<file path="config.mk">
export PLATFORM = sky130hd
export DESIGN_NAME = pipe_hazard_ctrl_flat
export DESIGN_NICKNAME = d
export VERILOG_FILES = /design/src/rtl/pipe_hazard_ctrl_if.sv /design/src/rtl/pipe_hazard_ctrl.sv /design/src/flat_wrapper.sv
export SDC_FILE = /design/constraint.sdc
export NUM_CORES = 1
export LEC_CHECK = 0
export ABC_CLOCK_PERIOD_IN_PS = 4800
export BUFFER_PORTS_ARGS = -buffer_cell sky130_fd_sc_hd__buf_4
export CAP_MARGIN = 20
export CORE_AREA = 2 2 72 67
export CTS_CLUSTER_SIZE = 25
export DETAILED_ROUTE_END_ITERATION = 8
export DIE_AREA = 0 0 74 69
export PLACE_DENSITY = 0.83
export SETUP_SLACK_MARGIN = 0.02
export SYNTH_ARGS = -nofsm -noshare
export SYNTH_HDL_FRONTEND = slang
export SYNTH_SLANG_ARGS = --single-unit
</file>
<file path="constraint.sdc">
create_clock -name clk -period 4.8 [get_ports clk]
set_clock_uncertainty 0.2 [all_clocks]
set_input_delay 0.48 -clock clk [delete_from_list [all_inputs] [get_ports clk]]
set_output_delay 0.48 -clock clk [all_outputs]
set_load 0.02 [all_outputs]
</file>
<file path="src/rtl/pipe_hazard_ctrl_if.sv">
// Data-memory request handshake between the hazard controller and the M-stage memory port.
//   dmem_reqM  : instruction in M performs a memory access
//   dmem_ready : memory completes the access this cycle
//   dmem_valid : request strobe to memory
//   bus_error  : sticky access-timeout flag
// The controller uses the master modport; the pipeline/memory side uses slave.
interface pipe_hazard_ctrl_if;
  logic dmem_reqM;
  logic dmem_ready;
  logic dmem_valid;
  logic bus_error;

  modport master (
    input  dmem_reqM,
    input  dmem_ready,
    output dmem_valid,
    output bus_error
  );

  modport slave (
    output dmem_reqM,
    output dmem_ready,
    input  dmem_valid,
    input  bus_error
  );
endinterface

</file>
<file path="src/rtl/pipe_hazard_ctrl.sv">
// Central hazard/stall controller for a 5-stage RISC-V pipeline.
// Generates stall/flush controls for the F/D/E/M/W registers, EX-stage forwarding selects,
// and runs the data-memory wait-state FSM with access timeout and a stall-cycle counter.
// Ports:
//   clk, reset                      clock (rising edge), async active-high reset
//   rs1D, rs2D, rs1E, rs2E          source registers of the instructions in D and E
//   rdE, rdM, rdW                   destination registers in E/M/W
//   regwriteM, regwriteW            M/W instruction writes rd
//   loadE, pcsrcE                   E holds a load / taken branch resolved in E
//   perf_clr                        synchronous clear of stall_cycles
//   stallF/D/E/M, flushD/E/W        pipeline register hold / clear-to-bubble
//   forwardAE, forwardBE            00 regfile, 10 from M, 01 from W
//   stall_cycles                    saturating count of cycles with stallF=1
//   mem                             memory handshake (dmem_reqM/ready/valid, bus_error)
module pipe_hazard_ctrl #(
  parameter int unsigned REGW        = 5,
  parameter int unsigned MEM_TIMEOUT = 15,
  parameter int unsigned CNTW        = 16
) (
  input  logic                clk,
  input  logic                reset,
  input  logic [REGW-1:0]     rs1D,
  input  logic [REGW-1:0]     rs2D,
  input  logic [REGW-1:0]     rs1E,
  input  logic [REGW-1:0]     rs2E,
  input  logic [REGW-1:0]     rdE,
  input  logic [REGW-1:0]     rdM,
  input  logic [REGW-1:0]     rdW,
  input  logic                regwriteM,
  input  logic                regwriteW,
  input  logic                loadE,
  input  logic                pcsrcE,
  input  logic                perf_clr,
  output logic                stallF,
  output logic                stallD,
  output logic                stallE,
  output logic                stallM,
  output logic                flushD,
  output logic                flushE,
  output logic                flushW,
  output logic [1:0]          forwardAE,
  output logic [1:0]          forwardBE,
  output logic [CNTW-1:0]     stall_cycles,
  pipe_hazard_ctrl_if.master  mem
);

  typedef enum logic [1:0] {
    S_RUN  = 2'd0,
    S_WAIT = 2'd1,
    S_ERR  = 2'd2
  } state_t;

  state_t          state;
  logic [CNTW-1:0] wait_cnt;
  logic            bus_error_q;
  logic            mem_stall;
  logic            dmem_valid_c;
  logic            lw_stall;

  assign mem.dmem_valid = dmem_valid_c;
  assign mem.bus_error  = bus_error_q;

  // EX-stage forwarding: the younger result in M takes priority over W.
  always_comb begin
    forwardAE = 2'b00;
    forwardBE = 2'b00;
    if (regwriteM && (rdM != '0) && (rdM == rs1E))      forwardAE = 2'b10;
    else if (regwriteW && (rdW != '0) && (rdW == rs1E)) forwardAE = 2'b01;
    if (regwriteM && (rdM != '0) && (rdM == rs2E))      forwardBE = 2'b10;
    else if (regwriteW && (rdW != '0) && (rdW == rs2E)) forwardBE = 2'b01;
  end

  assign lw_stall = loadE && (rdE != '0) && ((rdE == rs1D) || (rdE == rs2D));

  // Memory handshake decode; the strobe is only issued on the first cycle of an access.
  always_comb begin
    mem_stall    = 1'b0;
    dmem_valid_c = 1'b0;
    unique case (state)
      S_RUN: begin
        dmem_valid_c = mem.dmem_reqM;
        mem_stall    = mem.dmem_reqM && !mem.dmem_ready;
      end
      S_WAIT:  mem_stall = !mem.dmem_ready;
      S_ERR:   mem_stall = 1'b1;
      default: mem_stall = 1'b0;
    endcase
  end

  // Stall/flush generation; a memory stall freezes everything and suppresses the
  // load-use and branch hazards until the pipeline moves again.
  always_comb begin
    stallF = 1'b0;
    stallD = 1'b0;
    stallE = 1'b0;
    stallM = 1'b0;
    flushD = 1'b0;
    flushE = 1'b0;
    flushW = 1'b0;
    if (mem_stall) begin
      stallF = 1'b1;
      stallD = 1'b1;
      stallE = 1'b1;
      stallM = 1'b1;
      flushW = 1'b1;
    end else begin
      // A taken branch discards the stalled load consumer, so it overrides the hold.
      stallF = lw_stall && !pcsrcE;
      stallD = lw_stall && !pcsrcE;
      flushE = lw_stall || pcsrcE;
      flushD = pcsrcE;
    end
  end

  // Wait-state FSM, sticky timeout flag and stall performance counter.
  always_ff @(posedge clk or posedge reset) begin
    if (reset) begin
      state        <= S_RUN;
      wait_cnt     <= '0;
      bus_error_q  <= 1'b0;
      stall_cycles <= '0;
    end else begin
      unique case (state)
        S_RUN: begin
          if (mem.dmem_reqM && !mem.dmem_ready) begin
            state    <= S_WAIT;
            wait_cnt <= CNTW'(1);
          end
        end
        S_WAIT: begin
          if (mem.dmem_ready) begin
            state    <= S_RUN;
            wait_cnt <= '0;
          end else if (wait_cnt == CNTW'(MEM_TIMEOUT)) begin
            state       <= S_ERR;
            bus_error_q <= 1'b1;
          end else begin
            wait_cnt <= wait_cnt + CNTW'(1);
          end
        end
        S_ERR:   state <= S_ERR;
        default: state <= S_RUN;
      endcase

      if (perf_clr)                            stall_cycles <= '0;
      else if (stallF && (stall_cycles != '1)) stall_cycles <= stall_cycles + CNTW'(1);
    end
  end

endmodule

</file>
<file path="src/flat_wrapper.sv">
// flat-port wrapper written by rule: the top's interface ports become plain ports
module pipe_hazard_ctrl_flat 
#(
  parameter int unsigned REGW        = 5,
  parameter int unsigned MEM_TIMEOUT = 15,
  parameter int unsigned CNTW        = 16
)
  (clk, reset, rs1D, rs2D, rs1E, rs2E, rdE, rdM, rdW, regwriteM, regwriteW, loadE, pcsrcE, perf_clr, stallF, stallD, stallE, stallM, flushD, flushE, flushW, forwardAE, forwardBE, stall_cycles, mem_dmem_reqM, mem_dmem_ready, mem_dmem_valid, mem_bus_error);
  pipe_hazard_ctrl_if mem_i ();
  input  logic clk;
  input  logic reset;
  input  logic [REGW-1:0] rs1D;
  input  logic [REGW-1:0] rs2D;
  input  logic [REGW-1:0] rs1E;
  input  logic [REGW-1:0] rs2E;
  input  logic [REGW-1:0] rdE;
  input  logic [REGW-1:0] rdM;
  input  logic [REGW-1:0] rdW;
  input  logic regwriteM;
  input  logic regwriteW;
  input  logic loadE;
  input  logic pcsrcE;
  input  logic perf_clr;
  output logic stallF;
  output logic stallD;
  output logic stallE;
  output logic stallM;
  output logic flushD;
  output logic flushE;
  output logic flushW;
  output logic [1:0] forwardAE;
  output logic [1:0] forwardBE;
  output logic [CNTW-1:0] stall_cycles;
  input wire logic [$bits(mem_i.dmem_reqM)-1:0] mem_dmem_reqM;
  input wire logic [$bits(mem_i.dmem_ready)-1:0] mem_dmem_ready;
  output wire logic [$bits(mem_i.dmem_valid)-1:0] mem_dmem_valid;
  output wire logic [$bits(mem_i.bus_error)-1:0] mem_bus_error;
  assign mem_i.dmem_reqM = mem_dmem_reqM;
  assign mem_i.dmem_ready = mem_dmem_ready;
  assign mem_dmem_valid = mem_i.dmem_valid;
  assign mem_bus_error = mem_i.bus_error;
  pipe_hazard_ctrl #(.REGW(REGW), .MEM_TIMEOUT(MEM_TIMEOUT), .CNTW(CNTW)) u_core (.clk(clk), .reset(reset), .rs1D(rs1D), .rs2D(rs2D), .rs1E(rs1E), .rs2E(rs2E), .rdE(rdE), .rdM(rdM), .rdW(rdW), .regwriteM(regwriteM), .regwriteW(regwriteW), .loadE(loadE), .pcsrcE(pcsrcE), .perf_clr(perf_clr), .stallF(stallF), .stallD(stallD), .stallE(stallE), .stallM(stallM), .flushD(flushD), .flushE(flushE), .flushW(flushW), .forwardAE(forwardAE), .forwardBE(forwardBE), .stall_cycles(stall_cycles), .mem(mem_i));
endmodule
</file>
=== Word level (Yosys, flattened, before mapping) ===
Index checks and enable logic that the tools add are counted.

* Add/sub/neg operators: 2
* Equality and inequality tests: 13
* Mux-type cells: 20
* Bitwise operators: 1
* Reductions and logical operators: 24

{| class="wikitable"
|+ Operators by type and width
! cell !! number
|-
| 16-bit 2-to-1 mux || 5
|-
| 16-bit by 1-bit adder with 16-bit output, second input constant || 2
|-
| 16-bit one-hot mux with 2 select lines || 1
|-
| 5-bit == test || 6
|-
| 16-bit by 4-bit == test with 1-bit output, second input constant || 1
|-
| 16-bit inequality test, second input constant || 1
|-
| 5-bit nonzero test || 3
|-
| 1-bit logical AND || 11
|-
| 2-bit 2-to-1 mux || 5
|-
| 1-bit 2-to-1 mux || 7
|-
| 2-bit one-hot mux with 3 select lines || 1
|-
| 3-bit AND reduction || 2
|-
| 2-bit nonzero test || 2
|-
| 3-bit by 2-bit inequality test with 1-bit output, second input constant || 1
|-
| 3-bit inequality test, second input constant || 1
|-
| 1-bit one-hot mux with 3 select lines || 1
|-
| 2-bit by 1-bit == test with 1-bit output, second input constant || 1
|-
| 2-bit == test, second input constant || 1
|-
| 1-bit logical NOT || 2
|-
| 2-bit logical NOT || 1
|-
| 1-bit logical OR || 2
|-
| 2-bit by 1-bit inequality test with 1-bit output, second input constant || 1
|-
| 2-bit AND reduction || 1
|-
| 1-bit NOT || 1
|}

* Register bits after elaboration: 35
* Bits of input ports: 44
* Output and inout port bits: 29

=== Depth between registers and ports, before layout ===
* Depth after elaboration: 8
* Depth in mapped cells: 8

=== Worst setup path before layout ===
Ideal clock, no wire load.

* Path type: in2out
* Start: input port rdM[4]
* End: output port forwardAE[0]
* Arrival time: 2.097 ns
* Data required time: 4.120 ns
* Slack: 2.023 ns
* Stages on the path: 4
* Buffers on the path: 0
* Path through: or4_1 o21ai_0 nor4_1 nor4_1

* Word-level cells in the longest chain between the ends: 4
* Elaborated cells on any way between the ends: 5
* Those cells by class: 1 x eq/ne; 1 x mux; 3 x reduce/logical

{| class="wikitable"
|+ Ends and longest elaborated chain
! item !! line !! RTL
|-
| from (decl) || flat_wrapper.sv:17 || <nowiki>input logic [REGW-1:0] rdM;</nowiki>
|-
| 5-bit nonzero test || pipe_hazard_ctrl.sv:67 || <nowiki>if (regwriteM && (rdM != '0) && (rdM == rs1E)) forwardAE = 2'b10;</nowiki>
|-
| 1-bit logical AND || pipe_hazard_ctrl.sv:67 ||
|-
| 1-bit logical AND (*) || pipe_hazard_ctrl.sv:67 ||
|-
| 2-bit 2-to-1 mux (*) || pipe_hazard_ctrl.sv:67 ||
|-
| to (decl) || flat_wrapper.sv:31 || <nowiki>output logic [1:0] forwardAE;</nowiki>
|}

Mark *: on every way between the ends. The rest lies on a longest branch, timed or not.

=== Worst setup path in the final report ===
Ends and elaborated chain as after synthesis.

==> impl_metrics.csv <==
group,metric,value,unit
drt,wl_per_cell,13.14,µm
sta,hold_viol,0,
placed_design,hpwlAfterDp,3928,µm
power_and_ir_drop,p_leak,1.270,nW
logic_synthesis,synth_flop_cell,"dfrtp_1",
sta,setup_tns,0,ns
clock_tree,ctsHoldBuffers,0,
sta,period_minus_slack,2.739,ns
global_route,grt_overflow_total,0,
sta,final.period_utilization,0.5707,
worst_setup_path,worstSetupPathType,"input pin to primary output",
logic_synthesis,ys_types,41,
floorplan,core,4345,µm²
worst_setup_path,cp.arrival,2.06,ns
logic_synthesis,synth.avg_cell_area,8.758,µm²
placed_design,dpl_cell_area,2845,µm²
floorplan,dieArea,5106,µm²
worst_setup_path,reg2reg_from,"u_core.stall_cycles[6]",
power_and_ir_drop,p_total,0.7291,mW
final_layout,syn2layout_area_growth,28.63,%
final_layout,diodes,0,
worst_setup_path,crit_required,4.12,ns
sta,finalSetupViolCount,0,
drt,wl_met3,378,µm
worst_setup_path,crit_fanout,3,
logic_synthesis,synth_top_area_share,0.3802,
drt,ant_nets,0,
clock_tree,clk_latency,0.29,ns
final_layout,final_cell_mix,"buf_4, dfrtp_1, xnor2_1, nor2_1, nand2_1",
global_route,antenna_found_initial,0,
power_and_ir_drop,power_density,246.1,nW/µm²
floorplan,io_pins,73,
clock_tree,clock_sinks,35,
floorplan,die_h,69,µm
run_status,status,"finished clean",
clock_tree,numCtsBuffers,5,
logic_synthesis,ys_seq_area_frac,0.3802,
drt,initialDrtViolationCount,121,
logic_synthesis,yosys-top-cells-area,"dfrtp_1, xnor2_1, xor2_1",
worst_setup_path,startpoint_type,"input pin",
worst_setup_path,cp_cell_sequence,"buf_4, or4_1, o21ai_0, nor4_1, nor4_1, buf_4",
clock_tree,cts_setup_buffers,0,
global_route,grt_pass1_vias,2007,
final_layout,layout.nets,377,
logic_synthesis,synth_edf_count,0,
drt,routed_via_density,5.467,
sta,rsz0062_at_grt,"no",
clock_tree,cts.htree.levels,2,
min_path,hp-class,"input pin to async pin",
job,drv_cap,0,
sta,slew_headroom,0.3358,
logic_synthesis,ys_async_sr_fraction,1.000,
final_layout,fill_cells,357,
clock_tree,cts_buffer_depth,2,
clock_tree,clk_pin_slew,0.07,ns
worst_setup_path,ff2ff_path_depth,6,
placed_design,gp_congestion,0.8286,
power_and_ir_drop,vdd_ir_drop_max,0.1444,mV
sta,tightest_slew,0.9963,ns
worst_setup_path,critPathCaptureType,"primary output",
final_layout,layout_commonest_cell,"buf_4",
drt,highest_layer,"met4",
global_route,grt_pass1_wl,8673,µm
floorplan,initial_core_util,0.5301,
global_route,grt_max_degree,36,
drt,route.detailed.drc,0,
sta,slew_viol_final,0,
drt,vias,2154,
drt,first_pass_iters,5,
worst_setup_path,r2r-end,"u_core.stall_cycles[14]",
worst_setup_path,regToRegSetupSlack,2.13,ns
floorplan,num_rows,23,
final_layout,drive_above_1_share,0.2620,
clock_tree,ctsResizeCount,0,
clock_tree,cts_tree,"done",
final_layout,design_area,2963,µm²
logic_synthesis,synth_area,2303,µm²
sta,max_freq,0.3650,GHz
worst_setup_path,cp_slowest_cell,"or4_1",
logic_synthesis,syn_inst,263,
drt,routed-wl-met2,2456,µm
placed_design,port_buffers,72,
drt,routed_wl,5178,µm
global_route,grtUsageTotal,0.2111,
worst_setup_path,critPathMaxStageDelay,0.50,ns
clock_tree,cts-root-buf,"clkbuf_8",
logic_synthesis,synth-seq-cells,35,
floorplan,die_width,74,µm
drt,drt-met1-wl,2246,µm
logic_synthesis,yosysTopAreaCell,"dfrtp_1",
logic_synthesis,synth_fp_nets,309,
logic_synthesis,yosysWarnings,0,
worst max path at each step:
stage,slack [ns],from,end,depth (start not counted)
after detailed placement,1.97,rdE[0],u_core.stall_cycles[14],7
final,2.06,rdM[4],forwardAE[0],6
after CTS,2.06,rdM[4],forwardAE[0],6
after global placement,2.02,rdE[0],u_core.stall_cycles[1],7
after global routing,1.81,u_core.stall_cycles[6],u_core.stall_cycles[3],6
after floorplan,2.02,rdM[4],forwardAE[0],4
routing by layer:
metal  vias up  global-route usage
met4         0             0.07677
met1       992              0.2825
met5         -                   0
met2        88              0.3304
li1       1064                   -
met3        10             0.04971
report_power, final:
| part | switching (mW) | internal [mW] | leakage, nW | total (mW) |
|---|---|---|---|---|
| Sequential | 0.00900 | 0.303 | 0.480 | 0.312 |
| Combinational | 0.0755 | 0.0663 | 0.729 | 0.142 |
| Clock | 0.107 | 0.168 | 0.0612 | 0.275 |
| Total | 0.192 | 0.537 | 1.27 | 0.729 |
kinds of logic after synthesis:
kind of cell | Yosys count | share of synthesized area
xor gates and xnor gates | 44 | 0.1673
AOI/OAI and AO/OA | 47 | 0.1211
buffers and inverters | 23 | 0.05431
adders and majority gates | 2 | 0.01086
DFF | 35 | 0.3802
muxes | 3 | 0.01358
and+or+nand+nor | 109 | 0.2526
cells in the mapped netlist (all sizes together), types with 7 or more instances:
cell / instances
a21oi: 17
nor3: 7
o21ai: 20
nor2: 21
inv: 11
nand3: 8
dfrtp: 35
or3: 13
or4: 8
nand4: 9
xor2: 18
xnor2: 26
nand2: 19
buf: 7
nor4: 10
sequential cells by signal, summed over array words and instances (netlist names):
register              cells
u_core.wait_cnt          16
u_core.stall_cycles      16
u_core.mem.bus_error      1
u_core.state              2
worst max-delay path: cells and delay by family:
kind | cells | cell delay [ns]
simple gates | 3 | 0.97
compound gates | 1 | 0.28
buf+inv | 2 | 0.32
metrics by stage:
stage | setup slack [ns] | instances | hold slack [ns] | utilization
floorplan | 2.023 | 263 | 0.3059 | -
global placement | 2.023 | 386 | 0.3038 | 0.6548
CTS | 2.056 | 394 | 0.09823 | 0.6818
detailed placement | 1.969 | 386 | 0.2938 | 0.6548
global route | 1.812 | 394 | 0.1274 | 0.6818
finish | 2.061 | 394 | 0.08753 | 0.6818
final cells by class:
| class | count | area (µm²) | share of cell area |
|---|---|---|---|
| Clock buffer | 6 | 82.58 | 0.02787 |
| Clock inverter | 2 | 35.03 | 0.01182 |
| Inverter | 11 | 41.29 | 0.01394 |
| Multi-Input combinational cell | 205 | 1303 | 0.4396 |
| Sequential cell | 35 | 875.8 | 0.2956 |
| Tap cell | 62 | 77.57 | 0.02618 |
| Timing Repair Buffer | 73 | 548.0 | 0.1850 |
No activity file was read; power rests on OpenSTA's default activity.
